==> src/rtl/sr_btn_debounce_if.sv <==
// Pin bundle between the pushbutton front end and its user: raw buttons in,
// clean latch pulses, debounced levels and the conflict strobe out.
interface sr_btn_debounce_if;
    logic set_btn;
    logic reset_btn;
    logic Sbar;
    logic Rbar;
    logic set_db;
    logic reset_db;
    logic conflict;

    modport master (
        output set_btn,
        output reset_btn,
        input  Sbar,
        input  Rbar,
        input  set_db,
        input  reset_db,
        input  conflict
    );

    modport slave (
        input  set_btn,
        input  reset_btn,
        output Sbar,
        output Rbar,
        output set_db,
        output reset_db,
        output conflict
    );
endinterface

==> src/rtl/sr_btn_debounce.sv <==
// Debounced two-button front end for a NAND SR latch: each accepted press becomes a
// PULSE_CYCLES-long active-low pulse, and Sbar/Rbar are never low together.
module sr_btn_debounce #(
    parameter int DB_CYCLES    = 16,
    parameter int PULSE_CYCLES = 2
) (
    input  logic                clk,
    input  logic                rstbar,
    sr_btn_debounce_if.slave    bus
);

    localparam int CW = $clog2(DB_CYCLES);
    localparam int PW = (PULSE_CYCLES > 1) ? $clog2(PULSE_CYCLES) : 1;
    localparam logic [CW-1:0] CNT_LAST  = CW'(DB_CYCLES - 1);
    localparam logic [PW-1:0] PCNT_LOAD = PW'(PULSE_CYCLES - 1);

    typedef enum logic [2:0] {
        ST_IDLE    = 3'b001,
        ST_PULSE_S = 3'b010,
        ST_PULSE_R = 3'b100
    } state_t;

    // Channel 0 is set, channel 1 is reset.
    logic [1:0] btn_raw;
    logic [1:0] db;
    logic [1:0] req;

    assign btn_raw = {bus.reset_btn, bus.set_btn};

    genvar gi;
    generate
        for (gi = 0; gi < 2; gi++) begin : g_chan
            logic          sync1_q;
            logic          sync2_q;
            logic          db_q;
            logic          db_d;
            logic          db_prev_q;
            logic [CW-1:0] cnt_q;
            logic [CW-1:0] cnt_d;

            // Any cycle where the synchronised level equals db restarts the count.
            always_comb begin
                db_d  = db_q;
                cnt_d = '0;
                if (sync2_q != db_q) begin
                    if (cnt_q == CNT_LAST) begin
                        db_d = sync2_q;
                    end else begin
                        cnt_d = cnt_q + CW'(1);
                    end
                end
            end

            always_ff @(posedge clk or negedge rstbar) begin
                if (!rstbar) begin
                    sync1_q   <= 1'b0;
                    sync2_q   <= 1'b0;
                    db_q      <= 1'b0;
                    db_prev_q <= 1'b0;
                    cnt_q     <= '0;
                end else begin
                    sync1_q   <= btn_raw[gi];
                    sync2_q   <= sync1_q;
                    db_q      <= db_d;
                    db_prev_q <= db_q;
                    cnt_q     <= cnt_d;
                end
            end

            assign db[gi]  = db_q;
            assign req[gi] = db_q & ~db_prev_q;
        end
    endgenerate

    state_t        state_q;
    state_t        state_d;
    logic [PW-1:0] pcnt_q;
    logic [PW-1:0] pcnt_d;
    logic          pend_s_q;
    logic          pend_s_d;
    logic          pend_r_q;
    logic          pend_r_d;
    logic          conflict_q;
    logic          conflict_d;
    logic          sbar_q;
    logic          sbar_d;
    logic          rbar_q;
    logic          rbar_d;
    logic          want_s;
    logic          want_r;
    logic          choose;

    // A request for the channel already pulsing is not folded into its want_* term,
    // which is what drops it; the other channel's request is remembered as pending.
    always_comb begin
        state_d    = state_q;
        pcnt_d     = pcnt_q;
        pend_s_d   = pend_s_q;
        pend_r_d   = pend_r_q;
        conflict_d = 1'b0;
        want_s     = 1'b0;
        want_r     = 1'b0;
        choose     = 1'b0;

        case (state_q)
            ST_IDLE: begin
                want_s = req[0] | pend_s_q;
                want_r = req[1] | pend_r_q;
                choose = 1'b1;
            end
            ST_PULSE_S: begin
                want_s = pend_s_q;
                want_r = req[1] | pend_r_q;
                choose = (pcnt_q == '0);
            end
            ST_PULSE_R: begin
                want_s = req[0] | pend_s_q;
                want_r = pend_r_q;
                choose = (pcnt_q == '0);
            end
            default: begin
                state_d = ST_IDLE;
            end
        endcase

        if (choose) begin
            pend_s_d = 1'b0;
            pend_r_d = 1'b0;
            if (want_r) begin
                state_d    = ST_PULSE_R;
                pcnt_d     = PCNT_LOAD;
                conflict_d = want_s;
            end else if (want_s) begin
                state_d = ST_PULSE_S;
                pcnt_d  = PCNT_LOAD;
            end else begin
                state_d = ST_IDLE;
            end
        end else begin
            pend_s_d = want_s;
            pend_r_d = want_r;
            if (state_q != ST_IDLE) begin
                pcnt_d = pcnt_q - PW'(1);
            end
        end

        sbar_d = (state_d != ST_PULSE_S);
        rbar_d = (state_d != ST_PULSE_R);
    end

    always_ff @(posedge clk or negedge rstbar) begin
        if (!rstbar) begin
            state_q    <= ST_IDLE;
            pcnt_q     <= '0;
            pend_s_q   <= 1'b0;
            pend_r_q   <= 1'b0;
            conflict_q <= 1'b0;
            sbar_q     <= 1'b1;
            rbar_q     <= 1'b1;
        end else begin
            state_q    <= state_d;
            pcnt_q     <= pcnt_d;
            pend_s_q   <= pend_s_d;
            pend_r_q   <= pend_r_d;
            conflict_q <= conflict_d;
            sbar_q     <= sbar_d;
            rbar_q     <= rbar_d;
        end
    end

    assign bus.Sbar     = sbar_q;
    assign bus.Rbar     = rbar_q;
    assign bus.set_db   = db[0];
    assign bus.reset_db = db[1];
    assign bus.conflict = conflict_q;

endmodule

==> src/flat_wrapper.sv <==
// flat-port wrapper written by rule: the top's interface ports become plain ports
module sr_btn_debounce_flat 
#(
    parameter int DB_CYCLES    = 16,
    parameter int PULSE_CYCLES = 2
)
  (clk, rstbar, bus_set_btn, bus_reset_btn, bus_Sbar, bus_Rbar, bus_set_db, bus_reset_db, bus_conflict);
  sr_btn_debounce_if bus_i ();
  input  logic clk;
  input  logic rstbar;
  input wire logic [$bits(bus_i.set_btn)-1:0] bus_set_btn;
  input wire logic [$bits(bus_i.reset_btn)-1:0] bus_reset_btn;
  output wire logic [$bits(bus_i.Sbar)-1:0] bus_Sbar;
  output wire logic [$bits(bus_i.Rbar)-1:0] bus_Rbar;
  output wire logic [$bits(bus_i.set_db)-1:0] bus_set_db;
  output wire logic [$bits(bus_i.reset_db)-1:0] bus_reset_db;
  output wire logic [$bits(bus_i.conflict)-1:0] bus_conflict;
  assign bus_i.set_btn = bus_set_btn;
  assign bus_i.reset_btn = bus_reset_btn;
  assign bus_Sbar = bus_i.Sbar;
  assign bus_Rbar = bus_i.Rbar;
  assign bus_set_db = bus_i.set_db;
  assign bus_reset_db = bus_i.reset_db;
  assign bus_conflict = bus_i.conflict;
  sr_btn_debounce #(.DB_CYCLES(DB_CYCLES), .PULSE_CYCLES(PULSE_CYCLES)) u_core (.clk(clk), .rstbar(rstbar), .bus(bus_i));
endmodule
==> config.mk <==
export PLATFORM = sky130hd
export DESIGN_NAME = sr_btn_debounce_flat
export DESIGN_NICKNAME = d
export VERILOG_FILES = /design/src/rtl/sr_btn_debounce_if.sv /design/src/rtl/sr_btn_debounce.sv /design/src/flat_wrapper.sv
export SDC_FILE = /design/constraint.sdc
export NUM_CORES = 1
export LEC_CHECK = 0
export ABC_AREA = 1
export CAP_MARGIN = 20
export CORE_ASPECT_RATIO = 0.75
export CORE_MARGIN = 1
export CORE_UTILIZATION = 45
export DETAILED_ROUTE_END_ITERATION = 6
export PLACE_DENSITY = 0.65
export SYNTH_ARGS = -nofsm -noshare
export SYNTH_HDL_FRONTEND = slang
export SYNTH_SLANG_ARGS = --single-unit
==> constraint.sdc <==
create_clock -name clk -period 1.4 [get_ports clk]
set_input_delay 0.14 -clock clk [delete_from_list [all_inputs] [get_ports clk]]
set_output_delay 0.14 -clock clk [all_outputs]
set_load 0.01 [all_outputs]
# Word level (Yosys, flattened, before mapping)
# Cells that the tools add are included.
op_classes:
  eq_ne: 11
  n_bitwise: 7
  n_reduce_logical: 8
  muxes: 19
  n_addsub: 3
op_table:
  columns: ["operator", "count"]
  rows:
  - ["4-bit two-way mux", 4]
  - ["3-bit two-way mux", 3]
  - ["4-bit by 1-bit adder with 4-bit output (second input constant)", 2]
  - ["4-bit equality test (second input constant)", 2]
  - ["1-bit two-way mux", 8]
  - ["3-bit by 1-bit inequality test with 1-bit output (second input constant)", 2]
  - ["1-bit one-hot mux with 2 select lines", 3]
  - ["2-bit AND reduction", 3]
  - ["2-bit OR reduction", 3]
  - ["3-bit by 1-bit equality test with 1-bit output (second input constant)", 1]
  - ["3-bit by 2-bit equality test with 1-bit output (second input constant)", 1]
  - ["3-bit equality test (second input constant)", 1]
  - ["3-bit by 2-bit inequality test with 1-bit output (second input constant)", 1]
  - ["3-bit inequality test (second input constant)", 1]
  - ["1-bit inverter", 3]
  - ["3-bit OR reduction", 1]
  - ["1-bit bitwise AND", 2]
  - ["2-bit two-way mux", 1]
  - ["1-bit inequality test", 2]
  - ["1-bit bitwise OR", 2]
  - ["2-bit nonzero test", 1]
  - ["1-bit subtractor (second input constant)", 1]
totals:
  word_cells: 65
  in_bits: 4
  reg_bits: 25
  output_inout_bits: 5

# Logic depth before layout (Yosys ltp)
# Gate-level depths: netlist of run 1.
logic_depth:
  ltp_word: 8
  mapped_depth: 9
  mapped_depth_nobuf: 9

# Worst setup path before layout of run 1
# No wires, ideal clock.
synth_path:
  path_kind: "register -> register"
  from: "reg u_core.state_q[0]"
  to: "reg u_core.pcnt_q"
  arrival_ns: 1.100
  setup_ns: 0.117
  n_path_buf: 0
  stages_incl_launch_ff: 8
  required_time_ns: 1.283
  slack_ns: 0.183
  cell_sequence: "dfstp_2 -> nand3_2 -> nand2_1 -> nand2_1 -> nor2_2 -> nand2_1 -> nand2_1 -> nand2_1"
synth_via:
  elab_chain_cells: 5
  word_cells_on_any_way: 15
  classes_between: "5 x eq/ne; 5 x mux; 5 x reduce/logical"
synth_lines:
  columns: ["element", "line_no", "rtl"]
  rows:
  - ["start, declared", "sr_btn_debounce.sv:75", "state_t state_q;"]
  - ["start signal, assigned", "sr_btn_debounce.sv:161", "state_q <= state_d;"]
  - ["3-bit by 2-bit equality test with 1-bit output, or another cell as far along", "sr_btn_debounce.sv:105", "case (state_q)"]
  - ["2-bit OR reduction (no line)", null, null]
  - ["1-bit one-hot mux with 2 select lines", "sr_btn_debounce.sv:105", null]
  - ["3-bit by 1-bit inequality test with 1-bit output (no line), or another cell as far along", null, null]
  - ["2-bit AND reduction (no line) / 1-bit two-way mux (equally long branches)", null, null]
  - ["end signal, assigned", "sr_btn_debounce.sv:162", "pcnt_q <= pcnt_d;"]
  - ["end, declared", "sr_btn_debounce.sv:77", "logic [PW-1:0] pcnt_q;"]
# Several ways; a longest one is shown, not always the timed one.
# A chain may end at the register's enable or synchronous reset.

# Worst setup path in the final report of run 1
# Same ends and word-level chain as after synthesis.

==> results of run 1 <==
## worst max-delay path, stage by stage (launching register included)
cell,delay [ns]
sky130_fd_sc_hd__dfstp_2,0.57
sky130_fd_sc_hd__nand3_2,0.12
sky130_fd_sc_hd__nand3_1,0.12
sky130_fd_sc_hd__nand2_1,0.11
sky130_fd_sc_hd__nor2_4,0.14
sky130_fd_sc_hd__nand2_1,0.07
sky130_fd_sc_hd__nand2_1,0.06
sky130_fd_sc_hd__nand2_1,0.04
## final cells by class
type                            count  area (µm²)  area share
Clock inverter                      1        5.00     0.00429
Timing Repair Buffer               11         101      0.0869
Multi-Input combinational cell     57         325       0.279
Inverter                           14        52.6      0.0451
Sequential cell                    25         629       0.540
Clock buffer                        3        22.5      0.0193
Tap cell                           24        30.0      0.0258
## path summary, 6_finish.rpt
path / start / to / depth (start not counted)
worst max-delay path: u_core.state_q[0]$_DFF_PN1_ / u_core.pcnt_q$_DFFE_PN0P_ / 7
worst min-delay path: rstbar / u_core.state_q[2]$_DFF_PN0_ / 2
worst max register to register: u_core.state_q[0]$_DFF_PN1_ / u_core.pcnt_q$_DFFE_PN0P_ / 7
worst min register to register: u_core.g_chan[0].sync1_q$_DFF_PN0_ / u_core.g_chan[0].sync2_q$_DFF_PN0_ / 0
max in group asynchronous: rstbar / u_core.bus.Sbar$_DFF_PN1_ / 2
min in group clk: bus_set_btn / u_core.g_chan[0].sync1_q$_DFF_PN0_ / 1
## flip-flops by register name, indices dropped and copies added (netlist names), 2 cells and up
name                     flops
u_core.g_chan.sync2_q        2
u_core.g_chan.sync1_q        2
u_core.g_chan.cnt_q          8
u_core.g_chan.db_prev_q      2
u_core.state_q               3
## power groups by stage
stage	clock [mW]	combinational [mW]	sequential (mW)
floorplan	0	0.172	0.822
global placement	0	0.238	0.828
detailed placement	0	0.244	0.830
CTS	0.338	0.245	0.816
global route	0.367	0.300	0.823
finish	0.313	0.269	0.815
## through the flow
step           instances  total power, mW  utilization  hold WS, ns  cell area, µm²
2_1_floorplan         96            0.995            -       -0.156             990
3_3_place_gp         130             1.07        0.549        0.334            1110
3_5_place_dp         130             1.07        0.549        0.345            1110
4_1_cts              135             1.40        0.564        0.163            1150
5_1_grt              135             1.49        0.574        0.179            1170
6_report             135             1.40        0.574        0.165            1170
## logic make-up (layout without fill, tap and decap cells)
group	count (synthesis)	after routing	share of synthesized area
simple gates	42	42	0.187
xor+xnor	6	6	0.0531
buf+inv	14	29	0.0531
compound gates	7	7	0.0455
flops	25	25	0.636
fa+ha+maj	2	2	0.0253
## metal layers
metal	part of all wire	track usage
met2	0.46	0.240
met5	0	0
met4	0.014	0.0585
met1	0.48	0.195
met3	0.044	0.0648
## cells in the final DEF (no fill, tap or decap)
cell / count
sky130_fd_sc_hd__dfrtp_1: 22
sky130_fd_sc_hd__nor2_1: 15
sky130_fd_sc_hd__nand2_1: 14
sky130_fd_sc_hd__inv_1: 12
sky130_fd_sc_hd__nand3_1: 6
sky130_fd_sc_hd__xnor2_1: 4
sky130_fd_sc_hd__clkdlybuf4s50_1: 4
sky130_fd_sc_hd__nand2_2: 3
sky130_fd_sc_hd__a21oi_1: 3
sky130_fd_sc_hd__clkbuf_4: 3
sky130_fd_sc_hd__dlygate4sd2_1: 3
sky130_fd_sc_hd__buf_4: 3
sky130_fd_sc_hd__dfstp_2: 3
sky130_fd_sc_hd__inv_2: 2
sky130_fd_sc_hd__nand3_2: 2
sky130_fd_sc_hd__xor2_1: 2
sky130_fd_sc_hd__ha_1: 2
sky130_fd_sc_hd__o21bai_1: 1
sky130_fd_sc_hd__nor2_4: 1
sky130_fd_sc_hd__o21ai_1: 1
sky130_fd_sc_hd__a21oi_4: 1
sky130_fd_sc_hd__nand4_1: 1
sky130_fd_sc_hd__o21ai_2: 1
sky130_fd_sc_hd__clkinv_2: 1
sky130_fd_sc_hd__dlymetal6s2s_1: 1
## repair_timing
action | CTS | global route
gates resized for setup | 3 | 5
buffers inserted | 1 | 0
endpoints found under the setup margin | 4 | 3
pin swaps | 0 | 2
==> results, run 1 <==
- The clock drives 25 sinks.
- The cell area power density is 1200 nW/µm².
- Dividing the detail-routed wire length by the instance count gives between 10 and 15 µm.
- The total count of hold-check failures in the final report is 0.
- The number of global-route vias before repair is 628.
- In this run the static leakage power is 0.596 nW.
- Yosys printed 0 warnings.
- Across all setup checks in the final design, the least slack found is 0.0665 ns.
- Setup repair after global routing could not meet its margin everywhere.
- The DRC violation total after the first TritonRoute iteration is 9.
- The detailed-placement wirelength estimate is roughly 1000 µm.
- The worst pin sits at a relative slew slack of 0.801.
- The summed instance area of the synthesized netlist is between 900 and 1000 µm².
- In this run the remaining antenna-violating nets after routing total 0.
- The CTS H-tree depth is 1.
- The first-pass GRT wire length is 2680 µm.
- Summing over every cut layer, the via total after detailed routing is 628.
- The relative contribution of sequential cells to total power is 0.583.
- 0 antenna diodes ended up in the layout.
- Counting every instance in the synthesized netlist gives 96.
- The worst IR drop on VDD is 0.000912 V.
- The run finished with clean final reports.
- Of the available clock period, the critical path in the final layout requires 0.953.
- The max-slew violation count came to 0.
- The sum of overflow across all layers after global routing is 0.
- The die is approximately 43 µm tall.
- Sorting the synthesized cells by area gives the leading types as sky130_fd_sc_hd__dfrtp_1, sky130_fd_sc_hd__dfstp_2, sky130_fd_sc_hd__nor2_1.
- The pre-antenna-repair detailed-routing pass consisted of 4 iterations.
- Setup violations remaining at the end of the flow were counted as 0.
- The clock transition at the registers of the reported paths is 0.13 ns.
- The number of synthesized register bits is 25.
- The number of ports placed on the die boundary is 9.
- Derived from the worst setup path, the maximum achievable clock frequency is between 700 and 800 MHz.
- The smallest clock period supported by the final layout is computed as 1.33 ns.
- The path class of the tightest hold or removal check is in2async.
- The number of vias per cell after detailed routing is ~4.7.
- The TritonCTS clock tree is built.
- The overall die width is roughly 56 µm.
- The critical path data arrival time is approximately 1.6 ns.
- The fraction of layout cells with a size suffix above 1 is 0.180.
- The internal power summed over all cells is between 0.9 and 1 mW.
- The max-cap violation count is 0.
- The number of antenna violations at the first check in global routing is 0.
- The floorplan has 14 rows.
- The largest buffer count on any clock path is 2.
- STA classifies the critical path endpoint as a register.
- The maximum fanout along the worst path is 4.
- The net count of the finished layout is 118.
- The netlist uses 19 different library cells.
- The library cell used as clock root buffer is sky130_fd_sc_hd__clkbuf_4.
- The worst setup path is launched from a register.
- The type of the setup path with the least slack is reg2reg.
- The library cell with the largest summed area after synthesis is sky130_fd_sc_hd__dfrtp_1.
- The measured slew at the worst slew-check pin is ~0.30 ns.
- The floorplan step defined a die boundary enclosing approximately 2400 µm².
- The clock skew is 0.00374 ns.
- Adding up every negative setup slack in the final design gives 0 ns.
- The global-route total usage across every layer is 0.155.
- The count of buffers added on input and output ports is 8.
- In this run the register-to-register setup slack is between 0.06 and 0.07 ns.
- The switching power share of the total is 0.290.
- In the routed design, unresolved DRC markers number 0.
- Clock latency on the worst-skew pair, taken at its later pin, is between 0.3 and 0.4 ns.
- Entering global routing, the biggest net connects 26 pins.
- The area of the core is between 2000 and 2500 µm².
- By count the netlist is led by sky130_fd_sc_hd__dfrtp_1, sky130_fd_sc_hd__nor2_1, sky130_fd_sc_hd__nand2_1.
- The share of the synthesized area in the top cell type is 0.556.
- The portion of total power attributed to the clock network is 0.224.
- When the netlist entered floorplanning its net count stood at about 100.
- The area growth from synthesis to layout is 17.8%.
- Before CTS, the worst setup slack after placement is 0.0814 ns.
- The total wirelength of the detailed-routed design is 1480 µm.
- The analysis attributes to net switching a power of 0.406 mW.
- By instance count, the leading cell after synthesis is sky130_fd_sc_hd__dfrtp_1.
- The per-instance average area after synthesis is 10.3 µm².
- The prevailing post-synth register cell is sky130_fd_sc_hd__dfrtp_1.
- Clock tree synthesis inserted a total of 3 buffers.
- The combinational cell fraction of total power is 0.193.
- The layout has 183 filler cells.
- The starting density of the core is 0.487.
- In this run, post-CTS hold repair placed 0 buffers.
- The post-synthesis async set-or-reset flop share is 1.00.
- The number of flops mapped to enable cells by yosys is 0.
- The share of the yosys chip area belonging to registers is 0.636.
- The endpoint required time on the critical path is 1.62 ns.
- At the end of routability-driven placement, the weighted congestion stood at about 0.76.
Note: power is estimated with default switching activity, not from simulation.
==> inputs of run 2 (changes only) <==
--- a/config.mk
+++ b/config.mk
@@ -9,9 +9,9 @@
 export CAP_MARGIN = 20
 export CORE_ASPECT_RATIO = 0.75
 export CORE_MARGIN = 1
-export CORE_UTILIZATION = 45
+export CORE_UTILIZATION = 54
 export DETAILED_ROUTE_END_ITERATION = 6
-export PLACE_DENSITY = 0.65
+export PLACE_DENSITY = 0.76
 export SYNTH_ARGS = -nofsm -noshare
 export SYNTH_HDL_FRONTEND = slang
 export SYNTH_SLANG_ARGS = --single-unit
==> results, run 2 (synthesized netlist as in run 1, its figures left out) <==
- The final non-filler cell total is 133.
- The logic depth of the worst register-to-register path is 7.
- In this run the worst path has a maximum fanout of 4.
- The static leakage is 0.616 nW.
- The number of placed cells counting well taps is 127.
- The kind of cell adding the most delay to the critical path is flip-flops.
- Overall power consumption after layout is estimated at 1.41 mW.
- The flow ran to the end, and the final reports show no timing, DRC or antenna violations.
- The CTS H-tree depth is 1.
- In this run the tightest slew margin relative to its limit is 0.742.
- The overall die width is approximately 50 µm.
- The number of antenna violations at the first check in global routing was 0.
- The count of hold buffers inserted by post-cts repair is 0.
- At the end of routability-driven placement, the weighted congestion stood at 0.811.
- The number of ports placed on the die boundary is 9.
- Across every metal layer, demand over resource in global routing totals 0.196.
- Setup slack on the worst reg-to-reg path comes out at approximately 0.073 ns.
- Of the total power, combinational logic draws 0.201.
- Leaving out fill and tap cells, the most frequent cells in the layout are sky130_fd_sc_hd__dfrtp_1, sky130_fd_sc_hd__nor2_1, sky130_fd_sc_hd__inv_1, sky130_fd_sc_hd__nand2_1, sky130_fd_sc_hd__nand3_1.
- The register with the most flip-flops in the layout has 8 of them.
- The final count of negative-setup-slack endpoints is 0.
- For this block, the initial DRC count from the detailed router was 10.
- The largest buffer count on any clock path is 2.
- Once placement finished, the instance area stood at 1110 µm².
- The biggest cell delay along the critical path is 0.58 ns.
- The library cell used as clock root buffer is sky130_fd_sc_hd__clkbuf_4.
- For this configuration, the core starts out at a cell density of 0.622.
- Buffers placed on the I/O ports in this run total 8.
- The total count of hold-check failures in the final report is 0.
- Of the total power, registers draw 0.582.
- In the finished design, the share of the clock period the worst path needs comes to 0.948.
- The worst IR drop on VDD is around 0.00092 V.
- Of the total power, the clock network draws 0.217.
- The die height is about 39 µm.
- The die covers approximately 2000 µm².
- The max-slew violation count came to 0.
- The critical path goes through nor2_2 -> nand2_2 -> nand3_1 -> nand2_1 -> inv_1 -> o21ai_2 -> inv_1.
- The clock transition at the registers of the reported paths is 0.14 ns.
- STA classifies the critical path startpoint as a register.
- The switching power share of the total is 0.292.
- Counting both buffers and inverters, the worst setup path holds a total of 2.
- The startpoint identified for the worst register-to-register timing path is u_core.state_q[0]$_DFF_PN1_.
- The number of global-route vias before repair is a little over 600.
- Across the run, the number of max-cap violations was 0.
- Counting flops per register, the top entry is u_core.g_chan.cnt_q.
- The worst setup path is captured at a register.
- The worst path in the final design needs a cycle of 1.33 ns, including I/O delays and setup.
- The critical path data arrival time is 1.60 ns.
- The internal power summed over all cells is 0.996 mW.
- The measured slew at the worst slew-check pin is 0.383 ns.
- At the later pin of the worst-skew pair, clock insertion delay measures 0.32 ns.
- Across all layers, the routed design uses 655 vias.
- Summed over all nets, the half-perimeter wirelength after detailed placement is roughly 1100 µm.
- The TritonCTS buffer count is 3.
- Summed over all layers, the global routing overflow is 0.
- At the worst endpoint, the required time is 1.67 ns.
- The detailed-routing iteration count for the pre-antenna-repair pass is 4.
- In the final layout, the registers with the most flip-flops are u_core.g_chan.cnt_q: 8 flops, u_core.state_q: 3 flops.
- The final layout net count is between 100 and 150.
- The standard cell with the maximum stage delay on the critical path is sky130_fd_sc_hd__dfstp_2.
- The total number of clock tree sinks is 25.
- TritonCTS built the clock tree.
- The average wire per cell in the routed design is 11.8 µm.
- Using the TritonRoute via totals, the vias-per-cell ratio works out to 4.92.
- In this design, the critical path's most frequently occurring cell is sky130_fd_sc_hd__inv_1.
- The antenna violation net count after detailed routing is 0.
- The antenna diode count is 0.
- For this design the total switching power over the nets is slightly above 0.4 mW.
- The total wirelength of the detailed-routed design is 1560 µm.
- The first global-routing pass estimated between 2000 and 3000 µm of wire.
- Relative to the synthesized area, the layout overhead comes to 19.8%.
- The clock skew is 0.0212 ns.
- In this run the power density over the cells is 1190 nW/µm².
- Row generation in the floorplan step produced 12 rows.
- Derived from the worst setup path, the maximum achievable clock frequency is 754 MHz.
- The type of the setup path with the least slack is reg2reg.
- The count of unresolved DRC violations after routing is 0.
- The number of fill cells is 116.
- The fraction of layout cells with a size suffix above 1 is 0.214.
- The most common cell after layout, fill and taps aside is sky130_fd_sc_hd__dfrtp_1.
- The worst register-to-register path ends at u_core.bus.Rbar$_DFF_PN1_.
- Entering global routing, the biggest net connects 26 pins.
- The path class of the tightest hold or removal check is in2async.
- After routing the design area is 1190 µm².
- The region available for standard cell placement spans 1590 µm².
## run 2: changes by cell type in the layout (fill, tap and decap cells not counted), sizes merged
| cell | change |
|---|---|
| buf | +1 |
| dlygate4sd2 | -1 |
| dlymetal6s2s | +1 |
## run 2: layout make-up
class	count	area (µm²)	share of cell area
Clock buffer	3	22.5	0.0190
Clock inverter	1	5.00	0.00422
Inverter	14	52.6	0.0443
Multi-Input combinational cell	57	338	0.285
Sequential cell	25	629	0.531
Tap cell	21	26.3	0.0222
Timing Repair Buffer	12	113	0.0949
## run 2: power groups by stage
stage	logic [mW]	registers [mW]	clock network, mW
after floorplan	0.172	0.822	0
after global placement	0.234	0.828	0
after detailed placement	0.249	0.830	0
after CTS	0.250	0.816	0.318
after global routing	0.317	0.825	0.347
final	0.283	0.819	0.306
## run 2: worst max-delay path by stage
stage | start | endpoint | slack [ns] | cells past startpoint
after floorplan | u_core.state_q[0]$_DFF_PN1_ | u_core.pcnt_q$_DFFE_PN0P_ | 0.18 | 7
after global placement | u_core.state_q[0]$_DFF_PN1_ | u_core.state_q[1]$_DFF_PN0_ | 0.11 | 7
after detailed placement | u_core.state_q[0]$_DFF_PN1_ | u_core.pcnt_q$_DFFE_PN0P_ | 0.04 | 7
after CTS | u_core.state_q[0]$_DFF_PN1_ | u_core.pcnt_q$_DFFE_PN0P_ | 0.0009 | 7
after global routing | u_core.bus.set_db$_DFFE_PN0P_ | u_core.bus.Sbar$_DFF_PN1_ | -0.02 | 8
final | u_core.state_q[0]$_DFF_PN1_ | u_core.bus.Rbar$_DFF_PN1_ | 0.07 | 7
## run 2: metal layers
metal | global-route usage | wire length, µm
met5 | 0 | 0
met4 | 0.0676 | 16
met3 | 0.0745 | 72
met2 | 0.308 | 703
met1 | 0.250 | 771
## run 2: timing repair
item                                    CTS  global route
resized for setup                         2             9
buffers inserted                          2             0
pin swaps                                 0             0
endpoints found under the setup margin    4             5
## run 2: per-stage QoR
stage,util,setup slack (ns),hold slack [ns],setup TNS [ns]
after detailed placement,0.698,0.0398,0.338,0
after global routing,0.745,-0.0165,0.169,-0.0297
after CTS,0.723,0.000889,0.172,0
after global placement,0.698,0.108,0.335,0
after floorplan,-,0.183,-0.156,0
final,0.745,0.0730,0.160,0
## run 2: worst reg2reg max path: stages (launching register included)
cell and delay [ns]:
sky130_fd_sc_hd__dfstp_2 0.58, sky130_fd_sc_hd__nor2_2 0.04, sky130_fd_sc_hd__nand2_2 0.10, sky130_fd_sc_hd__nand3_1 0.11
sky130_fd_sc_hd__nand2_1 0.14, sky130_fd_sc_hd__inv_1 0.09, sky130_fd_sc_hd__o21ai_2 0.16, sky130_fd_sc_hd__inv_1 0.06
==> inputs of run 3 (changes only) <==
--- a/config.mk
+++ b/config.mk
@@ -6,7 +6,6 @@
 export NUM_CORES = 1
 export LEC_CHECK = 0
 export ABC_AREA = 1
-export CAP_MARGIN = 20
 export CORE_ASPECT_RATIO = 0.75
 export CORE_MARGIN = 1
 export CORE_UTILIZATION = 54
==> results of run 3 <==
Same layout as run 2: the final DEF is identical, and so are final timing and power.
